===== config.mk =====
export PLATFORM = sky130hd
export DESIGN_NAME = mem_rr_scheduler
export DESIGN_NICKNAME = d
export VERILOG_FILES = /design/src/rtl/mem_rr_scheduler.sv
export SDC_FILE = /design/constraint.sdc
export NUM_CORES = 1
export LEC_CHECK = 0
export CORE_UTILIZATION = 34
export CTS_CLUSTER_DIAMETER = 50
export CTS_CLUSTER_SIZE = 16
export DETAILED_ROUTE_END_ITERATION = 7
export PLACE_DENSITY = 0.84
export SYNTH_ARGS = -nofsm -noshare
export SYNTH_HDL_FRONTEND = slang
export SYNTH_SLANG_ARGS = --single-unit

===== constraint.sdc =====
create_clock -name clk -period 1.5 [get_ports clk]
set_input_delay 0.225 -clock clk [delete_from_list [all_inputs] [get_ports clk]]
set_output_delay 0.225 -clock clk [all_outputs]
set_load 0.03 [all_outputs]

===== src/rtl/mem_rr_scheduler.sv =====
// Round-robin arbiter sharing one data-memory port between two cores, with a
// bus lock for atomic sequences and a watchdog that aborts unacknowledged accesses.
module mem_rr_scheduler #(
    parameter int TIMEOUT = 255
) (
    input  logic        clk,
    input  logic        rst,

    input  logic        core0_req_valid,
    output logic        core0_req_ready,
    input  logic [31:0] core0_addr,
    input  logic [31:0] core0_wdata,
    input  logic [2:0]  core0_funct3,
    input  logic        core0_we,
    input  logic        core0_lock,
    output logic        core0_rsp_valid,
    output logic [31:0] core0_rdata,
    output logic        core0_rsp_err,

    input  logic        core1_req_valid,
    output logic        core1_req_ready,
    input  logic [31:0] core1_addr,
    input  logic [31:0] core1_wdata,
    input  logic [2:0]  core1_funct3,
    input  logic        core1_we,
    input  logic        core1_lock,
    output logic        core1_rsp_valid,
    output logic [31:0] core1_rdata,
    output logic        core1_rsp_err,

    output logic [31:0] mem_addr,
    output logic [31:0] mem_wdata,
    output logic [2:0]  mem_funct3,
    output logic        mem_read,
    output logic        mem_write,
    input  logic        mem_ack,
    input  logic [31:0] mem_rdata,

    output logic        owner,
    output logic        locked
);

    localparam int CW = $clog2(TIMEOUT + 1);
    localparam logic [CW-1:0] CNT_LAST = CW'(TIMEOUT - 1);

    typedef enum logic [1:0] {
        S_IDLE,
        S_ISSUE,
        S_RESP
    } state_t;

    state_t        state_q;
    logic [31:0]   addr_q;
    logic [31:0]   wdata_q;
    logic [2:0]    funct3_q;
    logic          we_q;
    logic          lock_q;
    logic          owner_q;
    logic          last_grant_q;
    logic          locked_q;
    logic [CW-1:0] cnt_q;
    logic [31:0]   rdata_q;
    logic          err_q;
    logic [1:0]    rsp_valid_q;
    logic          mem_read_q;
    logic          mem_write_q;

    // Per-core request view, indexed by core number
    logic [1:0]    req_valid;
    logic [1:0]    req_we;
    logic [1:0]    req_lock;
    logic [31:0]   req_addr   [2];
    logic [31:0]   req_wdata  [2];
    logic [2:0]    req_funct3 [2];
    logic [1:0]    eligible;
    logic [1:0]    req_ready;
    logic          grant_sel_d;
    logic [CW-1:0] cnt_d;

    assign req_valid     = {core1_req_valid, core0_req_valid};
    assign req_we        = {core1_we, core0_we};
    assign req_lock      = {core1_lock, core0_lock};
    assign req_addr[0]   = core0_addr;
    assign req_addr[1]   = core1_addr;
    assign req_wdata[0]  = core0_wdata;
    assign req_wdata[1]  = core1_wdata;
    assign req_funct3[0] = core0_funct3;
    assign req_funct3[1] = core1_funct3;

    // A core wins a tie only if it was not the previous winner
    generate
        for (genvar gi = 0; gi < 2; gi++) begin : g_arb
            assign eligible[gi]  = req_valid[gi] & (~locked_q | (owner_q == 1'(gi)));
            assign req_ready[gi] = (state_q == S_IDLE) & eligible[gi]
                                 & (~eligible[1-gi] | (last_grant_q != 1'(gi)));
        end
    endgenerate

    always_comb begin
        grant_sel_d = req_ready[1];
        cnt_d       = cnt_q + CW'(1);
    end

    always_ff @(posedge clk) begin
        if (rst) begin
            state_q      <= S_IDLE;
            addr_q       <= '0;
            wdata_q      <= '0;
            funct3_q     <= '0;
            we_q         <= 1'b0;
            lock_q       <= 1'b0;
            owner_q      <= 1'b0;
            last_grant_q <= 1'b1;
            locked_q     <= 1'b0;
            cnt_q        <= '0;
            rdata_q      <= '0;
            err_q        <= 1'b0;
            rsp_valid_q  <= '0;
            mem_read_q   <= 1'b0;
            mem_write_q  <= 1'b0;
        end else begin
            rsp_valid_q <= '0;
            case (state_q)
                S_IDLE: begin
                    if (|req_ready) begin
                        addr_q       <= req_addr[grant_sel_d];
                        wdata_q      <= req_wdata[grant_sel_d];
                        funct3_q     <= req_funct3[grant_sel_d];
                        we_q         <= req_we[grant_sel_d];
                        lock_q       <= req_lock[grant_sel_d];
                        owner_q      <= grant_sel_d;
                        last_grant_q <= grant_sel_d;
                        mem_read_q   <= ~req_we[grant_sel_d];
                        mem_write_q  <= req_we[grant_sel_d];
                        cnt_q        <= '0;
                        state_q      <= S_ISSUE;
                    end
                end
                S_ISSUE: begin
                    // An ack on the last allowed cycle still counts as success
                    if (mem_ack) begin
                        rdata_q     <= we_q ? 32'h0 : mem_rdata;
                        err_q       <= 1'b0;
                        locked_q    <= lock_q;
                        mem_read_q  <= 1'b0;
                        mem_write_q <= 1'b0;
                        cnt_q       <= '0;
                        rsp_valid_q <= owner_q ? 2'b10 : 2'b01;
                        state_q     <= S_RESP;
                    end else if (cnt_q == CNT_LAST) begin
                        rdata_q     <= 32'h0;
                        err_q       <= 1'b1;
                        locked_q    <= 1'b0;
                        mem_read_q  <= 1'b0;
                        mem_write_q <= 1'b0;
                        cnt_q       <= '0;
                        rsp_valid_q <= owner_q ? 2'b10 : 2'b01;
                        state_q     <= S_RESP;
                    end else begin
                        cnt_q <= cnt_d;
                    end
                end
                S_RESP: begin
                    state_q <= S_IDLE;
                end
                default: begin
                    state_q <= S_IDLE;
                end
            endcase
        end
    end

    assign core0_req_ready = req_ready[0];
    assign core1_req_ready = req_ready[1];
    assign core0_rsp_valid = rsp_valid_q[0];
    assign core1_rsp_valid = rsp_valid_q[1];
    assign core0_rdata     = rdata_q;
    assign core1_rdata     = rdata_q;
    assign core0_rsp_err   = err_q;
    assign core1_rsp_err   = err_q;
    assign mem_addr        = addr_q;
    assign mem_wdata       = wdata_q;
    assign mem_funct3      = funct3_q;
    assign mem_read        = mem_read_q;
    assign mem_write       = mem_write_q;
    assign owner           = owner_q;
    assign locked          = locked_q;

endmodule

==> results.ini, run 1 <==
[run_status]
status = finished, violations left
violations = setup timing

[sta]
worst_pin_slew_ns = 0.415
hold_viol = 0
slew_violations = 0
slew_headroom_pct = 72.2
layout_setup_ws_ns = -0.230
fin_skew_ns = 0.00945
finalCritPeriodShare_pct = 115
fmax_ghz = 0.578
setup_viol = 115
min_period_ns = 1.73
rsz0062_at_grt = true
tns_ns = -17.14

[logic_synthesis]
avgSynthCellArea_um2 = 9.91
yosysWarnings = 0
ys_types = 43
yosysSeqAreaShare_pct = 46.9
synthArstFlopShare_pct = 0
syn_area_um2 = 5080
ys_ff_latch = 119
synth_flop_cell = dfxtp_1
syn_inst = 513
synth_edf_count = 0
syn-num-nets = 690

[global_routing]
grt_max_degree = 44
grt_pass1_wl_um = 28300
grt_pass1_vias = 5388
grt_overflow = 0
grtUsageTotal_pct = 23.1
antenna_found_initial = 1

[routing]
drt_iter0_drc = 147
vias_per_cell = 5.03
vias = 5374
first_pass_iters = 4
wl_um = 19000
drc = 0
wire_per_inst_um = 17.8
detail-route-antenna-nets = 0

[power]
p_leak_nw = 4.78
finalPower_w = 0.0112
ir_worst_vdd_uv = 699
powerDensity_nw_per_um2 = 1110

[final_layout]
nFillCells = 1114
utilization_pct = 69.4
final_nets = 1048
drive_gt1_share_pct = 27.0
finalInstanceArea_um2 = 10100
area_growth_pct = 98.5
final_cell_count_no_fill = 1069

[clock_network]
clock_sinks = 119
root_buffer = clkbuf_16
cts_tree = yes
clk_pin_slew_ns = 0.06
clockBufferDepth = 2
numCtsBuffers = 17
htreeDepth = 4
clkLatencyLatePin_ns = 0.40

[placement]
gp_congestion = 0.837
place_area_um2 = 8570
place_inst = 994
dp_hpwl_um = 12500
portBuffers = 315

[floorplan]
chipHeight_um = 124
start_util_pct = 35.0
num_rows = 44
dieArea_um2 = 15400
core_um2 = 14500
die_width_um = 124
pin_count = 316

[critical_path]
cp-end-kind = flip-flop
crit_fanout = 9
ff2ff_setup_slack_ns = -0.23
crit_type = reg -> reg
startpoint_type = flip-flop
critPathMaxStageDelay_ns = 0.42
crit_slowest_cell = a2111oi_4
crit_required_ns = 1.83
cp_cell_sequence = mux2i_4 > a2111oi_4 > buf_6 > buf_4 > buf_12 > o21ai_0 > a21oi_1
arrival_ns = 2.06

[min_path]
hp-class = in -> reg

[job]
maxCapViolations = 0

## final timing paths
path / startpoint / endpoint / cells after the start
max reg2reg: owner / mem_addr[31] / 7
min: mem_rdata[3] / core0_rdata[3] / 2
max: owner / mem_addr[31] / 7
min reg2reg: mem_write / mem_write / 1
## cells in the mapped netlist, types with 2 or more instances
| cell | n | area share [%] |
|---|---|---|
| clkbuf_2 | 5 | 0.49 |
| nand2b_1 | 3 | 0.37 |
| o21ai_1 | 20 | 2.0 |
| a22o_1 | 32 | 5.5 |
| buf_4 | 35 | 5.2 |
| o21ai_0 | 52 | 5.1 |
| nand3_1 | 3 | 0.30 |
| o31ai_1 | 4 | 0.59 |
| a21oi_2 | 20 | 3.4 |
| inv_1 | 5 | 0.37 |
| nor3_1 | 3 | 0.30 |
| a211o_1 | 2 | 0.34 |
| nor2b_1 | 2 | 0.25 |
| ha_1 | 2 | 0.49 |
| nand2_1 | 11 | 0.81 |
| nor2_1 | 7 | 0.52 |
| clkbuf_1 | 15 | 1.1 |
| buf_2 | 12 | 1.2 |
| mux2i_1 | 70 | 14 |
| or4_1 | 3 | 0.44 |
| a21oi_1 | 62 | 6.1 |
| nor3b_1 | 2 | 0.30 |
| or3_1 | 2 | 0.25 |
| buf_6 | 4 | 0.89 |
| dfxtp_1 | 119 | 47 |
## flip-flops by register name, summed over array words and instances, names as in the netlist
signal	cells
rsp_valid_q	2
core0_rdata	32
locked	1
we_q	1
mem_read	1
lock_q	1
mem_funct3	3
mem_addr	32
core0_rsp_err	1
mem_wdata	32
cnt_q	8
owner	1
state_q	2
last_grant_q	1
mem_write	1
## per-stage QoR
stage,hold slack (ns),setup WS (ns)
after floorplan,0.351,-0.0445
after global placement,0.450,-0.521
after detailed placement,0.448,-0.585
after CTS,0.393,-0.190
after global routing,0.400,-0.286
final,0.411,-0.230
## critical path, delay by kind of cell (launching register included)
| family | cells | cell delay (ns) |
|---|---|---|
| flops | 1 | 0.36 |
| mux | 1 | 0.21 |
| buf+inv | 3 | 0.44 |
| compound gates | 3 | 0.64 |
## power by group
group / total (W) / leakage (nW) / switching (W) / internal, W
registers: 0.00366 / 0.984 / 0.000199 / 0.00346
clock network: 0.00414 / 0.291 / 0.00146 / 0.00268
logic: 0.00337 / 3.50 / 0.00173 / 0.00164
## repair_timing
| action | 4_1_cts | 5_1_grt |
|---|---|---|
| hold buffers | 0 | 0 |
| setup endpoints to repair | 249 | 118 |
| setup buffers | 12 | 20 |
| cloned | 11 | 6 |
| resized for setup | 186 | 140 |
| pin swaps | 12 | 40 |
## cells in the final DEF (no fill, tap or decap), types with 23 or more instances in the layout
cell type        count
clkdlybuf4s50_1    172
a21oi_2             32
clkbuf_16           23
buf_6               23
mux2i_1             67
o21ai_2             25
dfxtp_1            111
buf_4               47
dlygate4sd2_1      137
a22o_1              32
a21oi_1             48
o21ai_1             24
## kinds of logic (layout without fill, tap and decap cells)
logic type,Yosys count,in the layout,synth area share (%)
other,0,1,0
multiplexers,70,70,13.8
AND/OR/NAND/NOR,42,42,4.36
adder cells (fa/ha/maj),2,2,0.492
AO/OA/AOI/OAI,202,202,25.1
buffers and inverters,78,449,9.35
flip-flops,119,119,46.9
## final cells by class
type | count | area, um^2 | share of cell area (%)
clock inverter | 11 | 119 | 1.18
sequential | 119 | 2400 | 23.8
multi-input combinational | 316 | 2670 | 26.5
tap | 184 | 230 | 2.28
clock buffer | 21 | 493 | 4.89
antenna | 1 | 2.50 | 0.0248
inverter | 6 | 22.5 | 0.223
timing repair buffer | 411 | 4160 | 41.2
## per-layer routing
metal | wire (um) | GRT usage [%] | vias to the layer above
li1 | - | - | 2562
met1 | 7000 | 24.3 | 2518
met2 | 10100 | 41.4 | 250
met3 | 1250 | 6.40 | 44
met4 | 724 | 12.8 | 0
met5 | 0 | 0 | -
No activity file was read; power rests on OpenSTA's default activity.
==> run 2, diff against run 1 <==
- ABC_AREA: not set -> 1
- CORE_MARGIN: not set -> 8
- CORE_UTILIZATION: 34 -> 35
- PLACE_DENSITY: 0.84 -> 0.81
- SLEW_MARGIN: not set -> 40
==> run 2 against run 1 <==
The flow still finishes with violations (setup timing). Via count increased by 41%. Critical path depth shrank 1. Cell count rose by 45%. Area after synthesis rose by 23%. Fmax rose by 4.8%. Worst setup slack improved by 0.079 ns. Clock power fell by 3%. Sequential power barely moved. Critical path type is now reg -> out. Largest cell class unchanged. Highest routed layer unchanged.
==> results.ini, run 2 <==
[global_routing]
grt_pass1_vias = 6894
grt_max_degree = 59
grtUsageTotal_pct = 19.3
antenna_found_initial = 0
grt_overflow = 0
grt_pass1_wl_um = 34500

[routing]
drc = 0
vias = 7575
drt_iter0_drc = 384
wire_per_inst_um = 18.4
wl_um = 28400
detail-route-antenna-nets = 0
first_pass_iters = 6
vias_per_cell = 4.90

[clock_network]
clk_pin_slew_ns = 0.05
root_buffer = clkbuf_16
clockBufferDepth = 2
cts_tree = yes
clock_sinks = 119
numCtsBuffers = 17
htreeDepth = 4
clkLatencyLatePin_ns = 0.41

[critical_path]
crit_fanout = 5
r2r_cells = 12
crit_required_ns = 1.27
crit_type = reg -> out
arrival_ns = 1.43
cp-end-kind = primary output
startpoint_type = flip-flop
ff2ff_setup_slack_ns = -0.15
r2r_start = owner
r2r-end = mem_addr[7]

[logic_synthesis]
syn_area_um2 = 6240
synthArstFlopShare_pct = 0
syn_inst = 972
ys_top_cells_by_area = dfxtp_1, nand3_1, nand2_1
synth_top_family_by_area = simple AND/OR/NAND/NOR gates
synthSimpleGateAreaFrac_pct = 34.3
yosysSeqAreaShare_pct = 38.1
synthAdderAreaFrac_pct = 0.401
synth-compound-area-share_pct = 6.45
yosysMostFrequentCell = nand2_1
muxShareOfSynthArea_pct = 0
ys_types = 26
ys_top_cells_by_count = nand2_1, inv_1, nand3_1
synth_top_area_cell = dfxtp_1
synth_edf_count = 0
synthXorXnorAreaFrac_pct = 0.140
synth_top_area_share_pct = 38.1
synth_flop_cell = dfxtp_1
yosysWarnings = 0
syn-num-nets = 1149
avgSynthCellArea_um2 = 6.42
ys_ff_latch = 119

[floorplan]
chipHeight_um = 150
dieArea_um2 = 22400
pin_count = 316
die_width_um = 150
core_um2 = 17700
start_util_pct = 35.2
num_rows = 49

[run_status]
violations = setup timing
status = finished, violations left

[placement]
gp_congestion = 0.839
dpl_worst_slack_ns = -0.277
place_inst = 1461
portBuffers = 315
dp_hpwl_um = 16400

[sta]
min_period_ns = 1.65
hold_viol = 0
worst_pin_slew_ns = 0.510
layout_setup_ws_ns = -0.152
fmax_ghz = 0.605
finalCritPeriodShare_pct = 110
slew_headroom_pct = 66.0
rsz0062_at_grt = true
timing.hold.ws_ns = 0.438
slew_violations = 0
setup_viol = 59
fin_skew_ns = 0.00746

[job]
maxCapViolations = 0

[final_layout]
nFillCells = 1380
diodes = 0
layout_common_cells = inv_1, clkdlybuf4s50_1, nand2_1, dlygate4sd2_1, dfxtp_1
multi_input_area_um2 = 3510
drive_gt1_share_pct = 25.6
area_growth_pct = 90.7
final_cell_count_no_fill = 1545
regArea_um2 = 2400
final_common_cell = inv_1
final_nets = 1483

[power]
powerDensity_nw_per_um2 = 996
p_leak_nw = 6.55
ir_worst_vdd_uv = 754

[min_path]
hp-class = in -> reg
worstHoldStart = mem_rdata[25]
hold_end = core0_rdata[25]
hold_depth = 5

run 2: changes by cell type in the layout (fill, tap and decap cells not counted), sizes merged, moves of 15 or more:
| cell | before | now |
|---|---|---|
| a21oi | 82 | 9 |
| a22o | 32 | 0 |
| buf | 96 | 81 |
| inv | 6 | 194 |
| mux2i | 70 | 0 |
| nand2 | 11 | 240 |
| nand3 | 3 | 189 |
| nor2 | 7 | 51 |
run 2: critical path, stage by stage (launching register included):
cell and delay [ns]:
dfxtp_4 0.39, inv_4 0.05, a21oi_4 0.16, nand3_4 0.11
buf_12 0.15, inv_6 0.05, buf_12 0.10
run 2: how the worst max path moves through the flow:
stage                 endpoint  cells past startpoint       startpoint  slack (ns)
2_1_floorplan  core1_req_ready                      5            owner        0.02
3_3_place_gp   core1_req_ready                      7  core1_req_valid       -0.24
3_5_place_dp   core1_req_ready                      7  core1_req_valid       -0.28
4_1_cts        core1_req_ready                      6            owner       -0.25
5_1_grt           mem_addr[22]                     12            owner       -0.24
6_report       core1_req_ready                      6            owner       -0.15
run 2: cells by family after synthesis:
logic type | Yosys count
adder cells (fa/ha/maj) | 2
AO/OA/AOI/OAI | 80
AND/OR/NAND/NOR | 484
buffers and inverters | 286
XOR/XNOR | 1
flip-flops | 119
run 2: final cells by class:
cell class | instances | area share, %
inverters | 194 | 6.20
well taps | 229 | 2.41
clock buffers | 20 | 3.92
clock inverters | 9 | 0.861
repair buffers | 407 | 37.0
flip-flops and latches | 119 | 20.1
multi-input cells | 567 | 29.5
run 2: power by group:
group | total, W | internal [W] | switching (W)
sequential | 0.00365 | 0.00346 | 0.000194
clock | 0.00401 | 0.00254 | 0.00148
combinational | 0.00420 | 0.00186 | 0.00234
total | 0.0119 | 0.00785 | 0.00401
run 2: per-stage QoR:
step / util, % / power, W / instance area, um^2 / TNS (ns)
final: 67.2 / 0.0119 / 11900 / -2.67
after global routing: 67.2 / 0.0123 / 11900 / -9.41
after CTS: 57.1 / 0.0108 / 10100 / -1.33
after detailed placement: 54.0 / 0.00687 / 9570 / -16.30
after global placement: 54.0 / 0.00682 / 9570 / -12.45
after floorplan: - / 0.00540 / 6250 / 0
run 2: what timing repair did:
| item | CTS | global route |
|---|---|---|
| cloned | 2 | 28 |
| resized for setup | 151 | 306 |
| setup buffers | 4 | 21 |
| hold buffers | 0 | 0 |
| setup endpoints to repair | 146 | 119 |
| pin swaps | 3 | 72 |
run 2: layer usage:
metal  part of all wire [%]  vias to the layer above  global-route usage (%)
li1                       -                     3619                       -
met4                    3.5                        0                    8.03
met2                     48                      395                    32.7
met3                     11                       84                    9.04
met5                      0                        -                       0
met1                     37                     3477                    20.3
==> run 3, diff against run 2 <==
- PLACE_DENSITY: 0.81 -> 0.78
- clock period: 1.5 -> 1.85 ns (I/O delays scaled with it)
==> run 3 against run 2 <==
The run now ends clean. Critical path depth shrank 5. Via count shrank 9.5%. Non-clock buffer count shrank 70. Global-route usage shrank 0.51 points. Sequential cell count is the same. Design area shrank 15%. First-iteration DRC count shrank 37%. Sequential share of layout area grew 3.5 points. Sequential power shrank 19%. Combinational power shrank 40%. Clock skew grew 0.00061 ns. Utilization shrank 10 points.
==> results.ini, run 3 (synthesis results as in run 2) <==
[power]
powerDensity_nw_per_um2 = 904
ir_worst_vdd_uv = 668
p_leak_nw = 5.15
finalPower_w = 0.00912

[critical_path]
ff2ff_setup_slack_ns = 0.23
crit_fanout = 2
crit_slowest_cell = clkdlybuf4s50_1
cp-end-kind = primary output
crit_required_ns = 1.57
crit_end = mem_addr[17]
critPathMaxStageDelay_ns = 0.72
r2r_cells = 10
r2r_start = cnt_q[0]
path_buf_inv = 1
crit_cells = 1
r2r-end = locked
arrival_ns = 1.54
crit_family = buffers and inverters
startpoint_type = flip-flop
crit_type = reg -> out
startpoint = mem_addr[17]
cp_cell_sequence = clkdlybuf4s50_1

[clock_network]
cts_tree = yes
htreeDepth = 4
clock_sinks = 119
cts-hold-fix-buffers = 0
clkLatencyLatePin_ns = 0.41
clockBufferDepth = 2
root_buffer = clkbuf_16
numCtsBuffers = 17
clk_pin_slew_ns = 0.05
post_cts_buffers = 0

[routing]
vias = 6858
detail-route-antenna-nets = 0
drc = 0
vias_per_cell = 4.64
wl_um = 22000
wire_per_inst_um = 14.9
first_pass_iters = 5
drt_iter0_drc = 243

[sta]
fin_skew_ns = 0.00807
worst_pin_slew_ns = 0.386
finalCritPeriodShare_pct = 98.4
hold_viol = 0
fmax_ghz = 0.550
slew_headroom_pct = 74.2
min_period_ns = 1.82
tns_ns = 0
setup_viol = 0
slew_violations = 0
rsz0062_at_grt = false

[floorplan]
pin_count = 316
die_width_um = 150
num_rows = 49
chipHeight_um = 150
start_util_pct = 35.2
core_um2 = 17700
dieArea_um2 = 22400

[placement]
gp_congestion = 0.842
portBuffers = 315
dp_hpwl_um = 16100

[global_routing]
grt_overflow = 0
use_met3_pct = 8.01
antenna_found_initial = 1
grt_pass1_vias = 6584
grt_max_degree = 76
grt_use_met2_pct = 31.3
grt_pass1_wl_um = 33700
grtUsageTotal_pct = 18.8
globalRouteMet1Util_pct = 20.6
grt.busiest_layer = met2

[final_layout]
nFillCells = 1641
final_nets = 1413
regArea_um2 = 2380
area_growth_pct = 61.7
final_common_cell = clkdlybuf4s50_1
drive_gt1_share_pct = 5.92
multi_input_area_um2 = 2580
layout_common_cells = clkdlybuf4s50_1, nand2_1, inv_1, nand3_1, dfxtp_1

[job]
maxCapViolations = 0

[run_status]
status = finished clean

[min_path]
hp-class = reg -> reg

-- run 3: changes by cell type in the layout (fill, tap and decap cells not counted), sizes merged --
cell,change
dlygate4sd2,-130
clkbuf,-16
clkdlybuf4s50,+139
diode,+1
clkdlybuf4s15,-5
buf,-57
bufinv,+3
dlymetal6s2s,-1
-- run 3: worst min-delay path by stage --
stage,startpoint,end,slack (ns),cells past startpoint
final,mem_read,mem_read,0.47,2
after global routing,mem_rdata[30],core0_rdata[30],0.49,5
after CTS,mem_rdata[28],core0_rdata[28],0.46,5
after detailed placement,mem_read,mem_read,0.47,2
after global placement,mem_read,mem_read,0.47,2
after floorplan,mem_ack,locked,0.44,2
-- run 3: stage by stage --
stage | area, um^2 | worst slack [ns] | hold slack [ns] | std cells | utilization, %
detailed placement | 9440 | 0.0306 | 0.466 | 1446 | 53.3
global placement | 9440 | 0.0824 | 0.468 | 1446 | 53.3
CTS | 10100 | 0.00723 | 0.464 | 1478 | 56.9
finish | 10100 | 0.0305 | 0.469 | 1479 | 57.0
global route | 10100 | 0.00371 | 0.488 | 1479 | 57.0
floorplan | 6240 | 0.160 | 0.442 | 972 | -
-- run 3: timing repair --
item | 4_1_cts | 5_1_grt
resized for setup | 1 | 2
setup endpoints to repair | 1 | 3
pin swaps | 0 | 1
-- run 3: area by class of cell --
class                   instances  area share (%)
inverters                     194            7.21
clock inverters                12            1.98
flip-flops and latches        119            23.6
repair buffers                337            34.3
diodes                          1          0.0248
well taps                     229            2.84
multi-input cells             567            25.6
clock buffers                  20            4.42
-- run 3: power by group --
| group | switching [W] | internal, W | total (W) |
|---|---|---|---|
| Clock | 0.00122 | 0.00242 | 0.00364 |
| Combinational | 0.00142 | 0.00112 | 0.00254 |
| Sequential | 0.000139 | 0.00280 | 0.00294 |
-- run 3: layer usage --
metal | routed length (um) | vias to the layer above
li1 | - | 3460
met1 | 8470 | 3057
met2 | 10200 | 310
met3 | 2770 | 31
met4 | 591 | 0
met5 | 0 | -
==> RTL change 1 (config.mk and constraints of run 3) <==
Re-encode `state_t` (3 states) as one-hot, 3 bits wide.
--- a/src/rtl/mem_rr_scheduler.sv
+++ b/src/rtl/mem_rr_scheduler.sv
@@ -43,10 +43,10 @@
     localparam int CW = $clog2(TIMEOUT + 1);
     localparam logic [CW-1:0] CNT_LAST = CW'(TIMEOUT - 1);
 
-    typedef enum logic [1:0] {
-        S_IDLE,
-        S_ISSUE,
-        S_RESP
+    typedef enum logic [2:0] {
+        S_IDLE  = 3'b001,
+        S_ISSUE = 3'b010,
+        S_RESP  = 3'b100
     } state_t;
 
     state_t        state_q;
Check against the original RTL: no difference found for any inputs over 4 cycles, from zero or initial values and one cycle with rst high; so few cycles prove little.
==> RTL change 1 against run 3 <==
Sequential cell count up 1. Sequential power rose by 2%. Critical endpoint is now core0_rdata[8]. Critical path type unchanged. Cell area decreased by 1.6%. Largest power group unchanged. Wire length is 2.0% lower. Worst setup slack better by 43 ps. Via count decreased by 5.3%. Total power grew 4.4%. Synthesized cell count fell by 14%. Hold slack worse by 36 ps. Area after synthesis decreased by 2.1%.
==> RTL change 1: results (changes against run 3) <==
INFO  metric outcome = complete, no violations
INFO  metric endpoint_arrival_time_on_the_critical_path = 1500 ps (-40 ps)
INFO  metric ctsResizeCount = 3 (+2)
INFO  metric worst_ir_drop_vdd = 580 uV (-13%)
INFO  metric achievable-frequency = 563 MHz (+2.4%)
INFO  metric ys_top_cells_by_area = dfxtp_1, nand3_1, nand2_1, inv_1, or2_1
INFO  metric power_sequential = 3.01 mW (+2%)
INFO  metric worstHoldStart = mem_rdata[22]
INFO  metric grt_max_degree = 78 (+2.6%)
INFO  metric met2_wirelength = 10,400 um (+2.1%)
INFO  metric worstSetupStartpoint = core0_rdata[8]
INFO  metric antenna_cells = 0 (-1)
INFO  metric num-nets-final = 1,282 (-9.3%)
INFO  metric layout-drive-gt1-share = 9.57% (+3.6 points)
INFO  metric detailed_place_hpwl = 16,500 um (+2.5%)
INFO  metric worst-r2r-cell-count = 8 (-2)
INFO  metric finalPower = 9.52 mW (+4.4%)
INFO  metric dpl_ws = 51.9 ps (+21.3 ps)
INFO  metric routed_wirelength = 21,600 um (-2.0%)
INFO  metric timing.critical_path.to = core0_rdata[8]
INFO  metric via_count = 6,494 (-5.3%)
INFO  metric grt.met2_usage = 31.8% (+0.57 points)
INFO  metric cts.sinks = 120 (+0.84%)
INFO  metric dpl-instance-area = 9310 um^2 (-1.4%)
INFO  metric post_synthesis_cell_count = 835 (-14%)
INFO  metric antenna_found_initial = 0 (-1)
INFO  metric share_clk_of_total_power = 35.6% (-4.3 points)
INFO  metric timing_worst_slew_pin_value = 410 ps (+24.0 ps)
INFO  metric p_leak = 4.36 nW (-15%)
INFO  metric grtUsageMet1 = 20.7% (+0.11 points)
INFO  metric synth_nets = 1,012 (-12%)
INFO  metric grt_first_pass_wirelength = 33,300 um (-1.1%)
INFO  metric detail_route_met3_wl = 2250 um (-19%)
INFO  metric detail_route.iter0.violations = 279 (+15%)
INFO  metric worstReg2RegEnd = mem_wdata[9]
INFO  metric crit_path_max_incr_delay = 700 ps (-20 ps)
INFO  metric whs_path_depth = 3 (+1)
INFO  metric setup_slack_of_the_worst_register_to_register_path = 340 ps (+110 ps)
INFO  metric leading_post_synthesis_cells_by_instance_count = nand3_1, nand2_1, dfxtp_1, inv_1, or2_1
INFO  metric drt-wirelength-per-cell = 16.1 um (+7.9%)
INFO  metric global_route.usage.met3 = 7.29% (-0.72 points)
INFO  metric critical_path_fanouts_max = 3 (+1)
INFO  metric timing.hold.ws = 433 ps (-36.1 ps)
INFO  metric worst_hold_path_type = input port to register
INFO  metric synth_seq_area_share = 39.3% (+1.1 points)
INFO  metric first_global_vias = 6,423 (-2.4%)
INFO  metric routability_driven_placement_congestion_ratio = 0.799 (-5.2%)
[RTL change 1: cell count changes after synthesis, moves of 3 or more]
cell             run 3  this run
buf_2               29        22
inv_1              191        86
clkbuf_1            17         5
nand4_1              3         6
nand3_1            185       252
nand2_1            235       131
or2_2                1        18
buf_4               38        41
nor2_1              46        12
buf_6                4        13
o21ai_2              0         7
or2_1                0        50
buf_1                3         8
o21ai_0             51         6
[RTL change 1: cell families after synthesis]
kind of cell | share of synthesized area [%]
adder cells (fa/ha/maj) | 0.409
AO/OA/AOI/OAI | 4.54
AND/OR/NAND/NOR | 39.8
XOR/XNOR | 0.143
flip-flops | 39.3
buffers and inverters | 15.8
[RTL change 1: cell type report]
type	count	area (um^2)
Fill cell	1562	7240
Multi-Input combinational cell	536	2760
Inverter	89	338
Timing Repair Buffer	341	3540
Sequential cell	120	2410
Clock inverter	13	173
Clock buffer	19	433
Tap cell	225	282
==> RTL change 2 (settings of run 3) <==
Without the edit above. Change the parameter `TIMEOUT` from 255 to 510.
--- a/src/rtl/mem_rr_scheduler.sv
+++ b/src/rtl/mem_rr_scheduler.sv
@@ -1,7 +1,7 @@
 // Round-robin arbiter sharing one data-memory port between two cores, with a
 // bus lock for atomic sequences and a watchdog that aborts unacknowledged accesses.
 module mem_rr_scheduler #(
-    parameter int TIMEOUT = 255
+    parameter int TIMEOUT = 510
 ) (
     input  logic        clk,
     input  logic        rst,
Behaviour: no difference found for any inputs over 4 cycles, from zero or initial values and one cycle with rst high; that may be too few to reach the edited logic, so the function may still have changed.
==> RTL change 2 against run 3 <==
Maximum frequency rose by 1.2%. Total power shrank 6.3%. Wire length down 7.3%. Synthesized cell count decreased by 7.0%. Area after synthesis fell by 5.9%. Critical path depth unchanged. Sequential cell count is 1 higher. Cell area fell by 4.1%. Worst setup slack gained 21 ps. Die area shrank 5.3%. Critical path type unchanged. Largest cell class unchanged.
==> RTL change 2: results (changes against run 3) <==
INFO  metric yosys.area_share.xor_xnor = 0% (-0.14 points)
INFO  metric route.layer.met1.wl = 8120 um (-4.2%)
INFO  metric setup_slack_of_the_worst_register_to_register_path = 290 ps (+60 ps)
INFO  metric detail_route_met3_wl = 2340 um (-16%)
INFO  metric whs_path_depth = 3 (+1)
INFO  metric synth_largest_type_area_fraction = 40.9% (+2.7 points)
INFO  metric detail_route.iter0.violations = 330 (+36%)
INFO  metric antenna_found_initial = 0 (-1)
INFO  metric drt-wirelength-per-cell = 14.5 um (-2.5%)
INFO  metric num-fill-cells = 1,495 (-8.9%)
INFO  metric worst_ir_drop_vdd = 677 uV (+1.3%)
INFO  metric count_of_distinct_cell_types_in_the_synthesized_netlist = 24 (-7.7%)
INFO  metric leading_post_synthesis_cells_by_instance_count = nand2_1, inv_1, dfxtp_1, nand3_1, o21ai_0
INFO  metric hold_path_end = core0_rdata[3]
INFO  metric global_route.usage.total = 19.0% (+0.17 points)
INFO  metric grt_max_degree = 53 (-30%)
INFO  metric rr_startpoint = state_q[0]
INFO  metric synth_nets = 1,081 (-5.9%)
INFO  metric dpl_ws = 24.6 ps (-6.03 ps)
INFO  metric worst_hold_path_type = input port to register
INFO  metric finalClockSkew = 9.80 ps (+1.73 ps)
INFO  metric routability_driven_placement_congestion_ratio = 0.857 (+1.8%)
INFO  metric synth_seq_area_share = 40.9% (+2.7 points)
INFO  metric outcome = complete, no violations
INFO  metric worstHoldStart = mem_rdata[3]
INFO  metric max-slew-margin-rel = 73.8% (-0.42 points)
INFO  metric switching_power = 2.63 mW (-5.4%)
INFO  metric detailed_place_hpwl = 15,600 um (-3.1%)
INFO  metric met2_wirelength = 9650 um (-5.2%)
INFO  metric dpl-instance-area = 9110 um^2 (-3.6%)
INFO  metric instances_no_fill = 1,406 (-4.9%)
INFO  metric critical_path_fanouts_max = 3 (+1)
INFO  metric layout-drive-gt1-share = 5.31% (-0.61 points)
INFO  metric p_leak = 4.72 nW (-8.4%)
INFO  metric antenna_cells = 0 (-1)
INFO  metric post_synthesis_cell_count = 904 (-7.0%)
INFO  metric yosys.area_share.adder = 0.426% (+0.025 points)
INFO  metric synth_compound_gate_area_share = 10.5% (+4.1 points)
INFO  metric worst_setup_hold_path_clk_slew = 50 ps (about the same)
INFO  metric multi_input_logic_area = 2390 um^2 (-7.5%)
INFO  metric crit_path_max_incr_delay = 700 ps (-20 ps)
INFO  metric worstReg2RegEnd = cnt_q[1]
INFO  metric routed_via_density = 4.57 (-1.4%)
RTL change 2: cell types whose count changed in the layout (fill, tap and decap cells not counted), sizes merged, moves of 4 or more:
cell	before	now
a21oi	9	13
inv	194	161
nand2	240	307
nand3	189	93
nor2	51	18
o22ai	0	32
RTL change 2: power by group through the flow:
| stage | clock network [mW] | logic [mW] | registers, mW |
|---|---|---|---|
| after detailed placement | 0 | 2.44 | 3.00 |
| after floorplan | 0 | 0.884 | 3.42 |
| after global placement | 0 | 2.42 | 2.99 |
| after CTS | 3.24 | 2.45 | 2.95 |
| final | 3.16 | 2.43 | 2.95 |
| after global routing | 3.39 | 2.65 | 2.98 |
RTL change 2: final cells by class:
cell class	instances	share of cell area, %
Timing Repair Buffer	334	35.6
Sequential cell	120	24.8
Multi-Input combinational cell	539	24.7
Inverter	161	6.27
Clock buffer	23	4.73
Tap cell	220	2.84
Clock inverter	9	1.03
RTL change 2: worst max path at each step:
stage	startpoint	end	slack (ps)	depth (start not counted)
6_report	core0_rdata[23]	core0_rdata[23]	50	1
5_1_grt	owner	core1_req_ready	-30	5
3_5_place_dp	core1_req_valid	mem_addr[22]	20	8
4_1_cts	state_q[1]	core0_req_ready	5	5
2_1_floorplan	owner	mem_addr[25]	270	9
3_3_place_gp	core1_req_valid	mem_addr[22]	50	8
RTL change 2: logic make-up (layout without fill, tap and decap cells):
family | count (synthesis) | in the layout
compound gates | 115 | 115
fa+ha+maj | 2 | 2
buf+inv | 245 | 527
flops | 120 | 120
simple gates | 422 | 422
RTL change 2: metal layers:
metal  vias up  track usage [%]
met5         -                0
met4         0             5.73
met3        17             10.9
met2       272             31.1
met1      2858             20.5
li1       3279                -
RTL change 2: timing repair:
item	CTS	global route
endpoints found under the setup margin	3	5
buffers inserted	0	0
pin swaps	0	1
resized for setup	4	4
